### src/rtl/lieat_ifu_ibuf.sv
// Instruction buffer between fetch responses and decode, with credit-based flow control
// and post-flush response dropping. Optional same-cycle bypass: LIEAT_IBUF_BYPASS_EN.
`ifndef XLEN
`define XLEN 32
`endif

module lieat_ifu_ibuf #(
  parameter int DEPTH     = 4,
  parameter int MAX_OUTST = 4
) (
  input  logic              clock,
  input  logic              reset,
  input  logic              flush_req,
  output logic              ifu_req_credit,
  input  logic              ifu_req_sh,
  input  logic              ifu_rsp_valid,
  input  logic [`XLEN-1:0]  ifu_rsp_pc,
  input  logic [`XLEN-1:0]  ifu_rsp_inst,
  input  logic              ifu_rsp_prdt_taken,
  output logic              id_i_valid,
  input  logic              id_i_ready,
  output logic [`XLEN-1:0]  id_i_pc,
  output logic [`XLEN-1:0]  id_i_inst,
  output logic              id_i_prdt_taken,
  output logic              ibuf_empty
);

  localparam int AW = $clog2(DEPTH);
  localparam int CW = $clog2(MAX_OUTST + 1);

  logic [AW:0]        wr_ptr_r, rd_ptr_r, fifo_cnt_s;
  logic [CW-1:0]      outst_cnt_r, drop_cnt_r;
  logic [`XLEN-1:0]   pc_mem_r   [DEPTH];
  logic [`XLEN-1:0]   inst_mem_r [DEPTH];
  logic [DEPTH-1:0]   taken_mem_r;
  logic [31:0]        occ_s;
  logic               empty_s, rsp_acc_s, rsp_dec_s, byp_s, valid_s, pop_s, wr_s;
  logic [`XLEN-1:0]   head_pc_s, head_inst_s;
  logic               head_taken_s;

  assign fifo_cnt_s = wr_ptr_r - rd_ptr_r;
  assign empty_s    = (wr_ptr_r == rd_ptr_r);
  // Entries held plus responses still owed: credit guarantees every accepted response a slot
  assign occ_s      = 32'(fifo_cnt_s) + 32'(outst_cnt_r);

  assign ifu_req_credit = ~flush_req & (outst_cnt_r < CW'(MAX_OUTST)) & (occ_s < 32'(DEPTH));
  assign ibuf_empty     = empty_s & (outst_cnt_r == {CW{1'b0}});

  assign rsp_dec_s = ifu_rsp_valid & (outst_cnt_r != {CW{1'b0}});
  assign rsp_acc_s = rsp_dec_s & (drop_cnt_r == {CW{1'b0}}) & ~flush_req;

`ifdef LIEAT_IBUF_BYPASS_EN
  assign byp_s = empty_s & rsp_acc_s;
`else
  assign byp_s = 1'b0;
`endif

  assign valid_s = (~empty_s | byp_s) & ~flush_req;
  assign pop_s   = valid_s & id_i_ready & ~empty_s;
  assign wr_s    = rsp_acc_s & ~(byp_s & id_i_ready);

  // Head selection: stored entry, or the incoming response when bypassing an empty FIFO
  always_comb begin
    head_pc_s    = pc_mem_r[rd_ptr_r[AW-1:0]];
    head_inst_s  = inst_mem_r[rd_ptr_r[AW-1:0]];
    head_taken_s = taken_mem_r[rd_ptr_r[AW-1:0]];
    if (empty_s) begin
      head_pc_s    = ifu_rsp_pc;
      head_inst_s  = ifu_rsp_inst;
      head_taken_s = ifu_rsp_prdt_taken;
    end else begin
      head_pc_s    = pc_mem_r[rd_ptr_r[AW-1:0]];
      head_inst_s  = inst_mem_r[rd_ptr_r[AW-1:0]];
      head_taken_s = taken_mem_r[rd_ptr_r[AW-1:0]];
    end
  end

  // Decode-side outputs, payload zeroed whenever nothing is offered
  always_comb begin
    id_i_valid      = valid_s;
    id_i_pc         = {`XLEN{1'b0}};
    id_i_inst       = {`XLEN{1'b0}};
    id_i_prdt_taken = 1'b0;
    if (valid_s) begin
      id_i_pc         = head_pc_s;
      id_i_inst       = head_inst_s;
      id_i_prdt_taken = head_taken_s;
    end else begin
      id_i_pc         = {`XLEN{1'b0}};
      id_i_inst       = {`XLEN{1'b0}};
      id_i_prdt_taken = 1'b0;
    end
  end

  // Pointers, outstanding-request count and post-flush drop count
  always_ff @(posedge clock or negedge reset) begin
    if (!reset) begin
      wr_ptr_r    <= {(AW+1){1'b0}};
      rd_ptr_r    <= {(AW+1){1'b0}};
      outst_cnt_r <= {CW{1'b0}};
      drop_cnt_r  <= {CW{1'b0}};
    end else begin
      if (flush_req) begin
        wr_ptr_r   <= {(AW+1){1'b0}};
        rd_ptr_r   <= {(AW+1){1'b0}};
        // Every request still owed after this cycle belongs to the flushed path
        drop_cnt_r <= outst_cnt_r - CW'(rsp_dec_s);
      end else begin
        wr_ptr_r <= wr_ptr_r + (AW+1)'(wr_s);
        rd_ptr_r <= rd_ptr_r + (AW+1)'(pop_s);
        if (ifu_rsp_valid && (drop_cnt_r != {CW{1'b0}})) begin
          drop_cnt_r <= drop_cnt_r - CW'(1'b1);
        end else begin
          drop_cnt_r <= drop_cnt_r;
        end
      end
      case ({ifu_req_sh, rsp_dec_s})
        2'b10:   outst_cnt_r <= outst_cnt_r + CW'(1'b1);
        2'b01:   outst_cnt_r <= outst_cnt_r - CW'(1'b1);
        default: outst_cnt_r <= outst_cnt_r;
      endcase
    end
  end

  // FIFO storage; contents are don't-care until written, reads are gated by the pointers
  always_ff @(posedge clock) begin
    if (wr_s) begin
      pc_mem_r[wr_ptr_r[AW-1:0]]    <= ifu_rsp_pc;
      inst_mem_r[wr_ptr_r[AW-1:0]]  <= ifu_rsp_inst;
      taken_mem_r[wr_ptr_r[AW-1:0]] <= ifu_rsp_prdt_taken;
    end
  end

endmodule

### config.mk
export PLATFORM = sky130hd
export DESIGN_NAME = lieat_ifu_ibuf
export DESIGN_NICKNAME = d
export VERILOG_FILES = /design/src/rtl/lieat_ifu_ibuf.sv
export SDC_FILE = /design/constraint.sdc
export NUM_CORES = 1
export LEC_CHECK = 0
export ABC_CLOCK_PERIOD_IN_PS = 7100
export CAP_MARGIN = 10
export CORE_ASPECT_RATIO = 0.6
export CORE_MARGIN = 4
export CORE_UTILIZATION = 41
export CTS_CLUSTER_SIZE = 16
export DETAILED_ROUTE_END_ITERATION = 16
export GPL_TIMING_DRIVEN = 0
export PLACE_DENSITY = 0.68
export RECOVER_POWER = 25
export SLEW_MARGIN = 15
export SYNTH_ARGS = -nofsm -noshare
export SYNTH_HDL_FRONTEND = slang
export SYNTH_SLANG_ARGS = --single-unit
### constraint.sdc
create_clock -name clock -period 7.1 [get_ports clock]
set_input_delay 1.42 -clock clock [delete_from_list [all_inputs] [get_ports clock]]
set_output_delay 1.42 -clock clock [all_outputs]
set_load 0.05 [all_outputs]
==> results.sh <==
export IMPL_run_status="finished, final reports clean"
export IMPL_post_route_cells_drive_above_1_share_pct=22.5
export IMPL_routed_via_count=5422
export IMPL_critical_path_n_buffers_inverters=4
export IMPL_end_kind="primary output"
export IMPL_final_number_of_max_transition_violations=0
export IMPL_placement_cell_area_um2=12800
export IMPL_design_die_area_um2=28800
export IMPL_ff2ff_path_depth=8
export IMPL_static_leakage_power_nw=4.50
export IMPL_rsz_0062_raised_after_global_routing="false"
export IMPL_pwr_share_seq_pct=52.9
export IMPL_req_time_crit_path_ns=5.68
export IMPL_globalRouteOverflowTotal=0
export IMPL_globalRouteTotalUtil_pct=15.7
export IMPL_synth_net_count=582
export IMPL_grt_antenna_before_repair=5
export IMPL_cp_top_family="buffers and inverters"
export IMPL_synthCells=496
export IMPL_skew_ns=0.00657
export IMPL_grt_first_pass_wirelength_um=34800
export IMPL_cellPowerDensity_nw_per_um2=253
export IMPL_port_buffers=138
export IMPL_floorplan_initialDensity_pct=42.0
export IMPL_yosys_area_top_type="sky130_fd_sc_hd__edfxtp_1"
export IMPL_dp_hpwl_um=15900
export IMPL_finish_instance_area_um2=13600
export IMPL_timing_critical_path_slowest_cell_delay_ns=0.84
export IMPL_synthArstFlopShare_pct=4.41
export IMPL_slew_headroom_pct=44.2
export IMPL_synth_compound_area_share_pct=0.855
export IMPL_achievable_frequency_mhz=183
export IMPL_first_global_vias=5975
export IMPL_floorplan_io_pins=139
export IMPL_synth_seq_area_share_pct=75.9
export IMPL_crit_path_start_kind="flip-flop"
export IMPL_dr_pass1_iters=5
export IMPL_synth_avg_cell_area_um2=21.5
export IMPL_floorplan_core_area_um2=25400
export IMPL_first_iter_violations=387
export IMPL_cell_internal_pwr_mw=2.68
export IMPL_whs_path_depth=2
export IMPL_quantity_of_hold_fixing_buffers_added_after_cts=0
export IMPL_placement_rows=45
export IMPL_synthesized_area_fraction_occupied_by_and_or_nand_nor_cells_pct=5.08
export IMPL_avgViaCountPerCell=5.04
export IMPL_rr_endpoint="inst_mem_r[0][0]"
export IMPL_gp_routability_congestion=0.731
export IMPL_path_common_cell="sky130_fd_sc_hd__buf_2"
export IMPL_finalCritPeriodShare_pct=77.0
export IMPL_synth_edf_count=260
export IMPL_route_detailed_wl_per_inst_um=20.6
export IMPL_cts_root_buf="sky130_fd_sc_hd__clkbuf_16"
export IMPL_postcts_resize_cnt=0
export IMPL_critical_path_peak_fanout=10
export IMPL_grt_start_max_net_pins=15
export IMPL_synth_flop_cell="sky130_fd_sc_hd__edfxtp_1"
export IMPL_tritoncts="yes"
export IMPL_buffer_count_from_post_cts_setup_fixing=0
export IMPL_period_needed_ns=5.46
export IMPL_hold_path_startpoint="drop_cnt_r[1]"
export IMPL_drtAntennaViolNets=0
export IMPL_die_y_um=133
export IMPL_layout_filler_cells=1997
export IMPL_finalSetupViolations=0
export IMPL_combinational_family_with_the_most_area_after_synthesis="multiplexers"
export IMPL_reg2reg_launch_point="drop_cnt_r[0]"
export IMPL_numClockSinks=272
export IMPL_cts_inserted_buffers=26
export IMPL_wl_um=22100
export IMPL_insertion_delay_ns=0.52
export IMPL_power_clock_fraction_pct=37.3
export IMPL_placedCellCount=1029
export IMPL_criticalPathCategory="reg2out"
export IMPL_power_share_switching_pct=22.3
export IMPL_hold_end="drop_cnt_r[1]"
export IMPL_cts_htree_levels=1
export IMPL_width_of_the_chip_um=216
export IMPL_clk_pin_slew_worst_paths_ns=0.06
export IMPL_finalHoldViolCount=0
export IMPL_synthDistinctLibCells=29
export IMPL_syn2layout_area_growth_pct=27.7
export IMPL_synth_adder_area_share_pct=1.90
export IMPL_critical_path_slowest_cell="sky130_fd_sc_hd__clkdlybuf4s50_1"
export IMPL_yosys_warnings=0
export IMPL_timing_worst_slew_pin_value_ns=0.833
export IMPL_xor_xnor_cell_area_share_of_the_yosys_netlist_pct=0.726
export IMPL_cts_root_to_sink_buffers=3
export IMPL_synth_top_area_share_pct=73.1
export IMPL_worstPathCellList="buf_2, buf_2, inv_1, fa_1, xor2_1, ha_1, or4_1, nor3_1, clkdlybuf4s50_1"
export IMPL_max_vdd_ir_drop_mv=0.150
export IMPL_worstPathArrival_ns=4.04
export IMPL_remaining_drc_errors=0
export IMPL_pwr_share_comb_pct=9.8
export IMPL_timing_reg2reg_setup_slack_ns=4.23
export IMPL_most_frequent_standard_cell_in_the_layout_excluding_fill_and_tap_cells="sky130_fd_sc_hd__edfxtp_1"
export IMPL_yosys_mux_area_fraction_pct=13.7
export IMPL_layout_cells_most_common_list="sky130_fd_sc_hd__edfxtp_1, sky130_fd_sc_hd__clkdlybuf4s50_1, sky130_fd_sc_hd__and2_1"
export IMPL_timing_max_cap_violations=0
export IMPL_final_cell_count_no_fill=1076
export IMPL_post_synth_instance_area_um2=10700
export IMPL_min_delay_path_class="reg2reg"
export IMPL_nNetsFinal=791
export IMPL_ys_top_cells_by_area="sky130_fd_sc_hd__edfxtp_1, sky130_fd_sc_hd__mux4_2, sky130_fd_sc_hd__and2_1"
export IMPL_p_switching_mw=0.768
export IMPL_synth_seq_cells=272
Yosys cell counts, types with 4 or more instances:
master,n
sky130_fd_sc_hd__and2_1,66
sky130_fd_sc_hd__inv_1,11
sky130_fd_sc_hd__dfrtp_1,12
sky130_fd_sc_hd__nand2_1,5
sky130_fd_sc_hd__nor2b_1,5
sky130_fd_sc_hd__buf_4,4
sky130_fd_sc_hd__nor3_1,4
sky130_fd_sc_hd__mux4_2,65
sky130_fd_sc_hd__edfxtp_1,260
sky130_fd_sc_hd__clkbuf_1,5
sky130_fd_sc_hd__ha_1,13
sky130_fd_sc_hd__xnor2_1,4
sky130_fd_sc_hd__buf_6,6
sky130_fd_sc_hd__buf_2,7
sky130_fd_sc_hd__nor2_1,6
worst max path at each step:
stage	start	endpoint	cells past startpoint
detailed placement	flush_req	id_i_pc[21]	5
CTS	rd_ptr_r[1]	ifu_req_credit	9
global placement	ifu_rsp_valid	inst_mem_r[1][16]	4
finish	rd_ptr_r[1]	ifu_req_credit	9
global route	rd_ptr_r[1]	ifu_req_credit	9
floorplan	ifu_rsp_valid	inst_mem_r[1][0]	3
through the flow:
step | worst slack, ns | setup TNS, ns | hold slack [ns] | total power, mW | util (%)
after CTS | 1.56 | 0 | 0.559 | 3.50 | 53.6
after global routing | 1.46 | 0 | 0.605 | 3.59 | 53.6
after global placement | -7.37 | -1494.56 | 0.533 | 2.18 | 49.1
after detailed placement | 1.91 | 0 | 0.550 | 2.20 | 50.5
after floorplan | -1.40 | -182.12 | 0.507 | 2.06 | -
final | 1.64 | 0 | 0.563 | 3.45 | 53.6
state kept, by name (all words and copies together) (netlist names):
| name | cells |
|---|---|
| inst_mem_r | 128 |
| taken_mem_r | 4 |
| rd_ptr_r | 3 |
| outst_cnt_r | 3 |
| wr_ptr_r | 3 |
| pc_mem_r | 128 |
| drop_cnt_r | 3 |
cell families after synthesis:
logic type | Yosys count
adder cells (fa/ha/maj) | 15
XOR/XNOR | 8
buffers and inverters | 33
flip-flops | 272
multiplexers | 65
AO/OA/AOI/OAI | 11
AND/OR/NAND/NOR | 92
power by group through the flow:
stage	registers (mW)	clock network [mW]	logic [mW]
after floorplan	1.86	0	0.201
after global placement	1.86	0	0.316
after detailed placement	1.86	0	0.343
after CTS	1.82	1.33	0.345
after global routing	1.83	1.40	0.366
final	1.83	1.28	0.338
tightest hold or removal path, cell delays in order, from the launching register on:
cell and delay, ns:
sky130_fd_sc_hd__dfrtp_1 0.38, sky130_fd_sc_hd__o21ai_0 0.07, sky130_fd_sc_hd__a22oi_1 0.07
layer usage:
metal	global-route usage [%]	part of all wire, %	wire length [um]
met1	21.5	44	9650
met5	0	0.23	51
met3	4.31	6.2	1380
met2	25.9	49	10800
met4	2.49	1.1	238
final cells by class:
type | instances | area, um2 | share of cell area (%)
Timing Repair Buffer | 181 | 1710 | 12.5
Tap cell | 352 | 440 | 3.23
Clock inverter | 9 | 71.3 | 0.523
Inverter | 11 | 41.3 | 0.303
Buffer | 22 | 151 | 1.11
Antenna cell | 1 | 2.50 | 0.0184
Sequential cell | 272 | 8110 | 59.5
Multi-Input combinational cell | 191 | 2400 | 17.6
Clock buffer | 37 | 713 | 5.23
No activity file was read; power rests on OpenSTA's default activity.
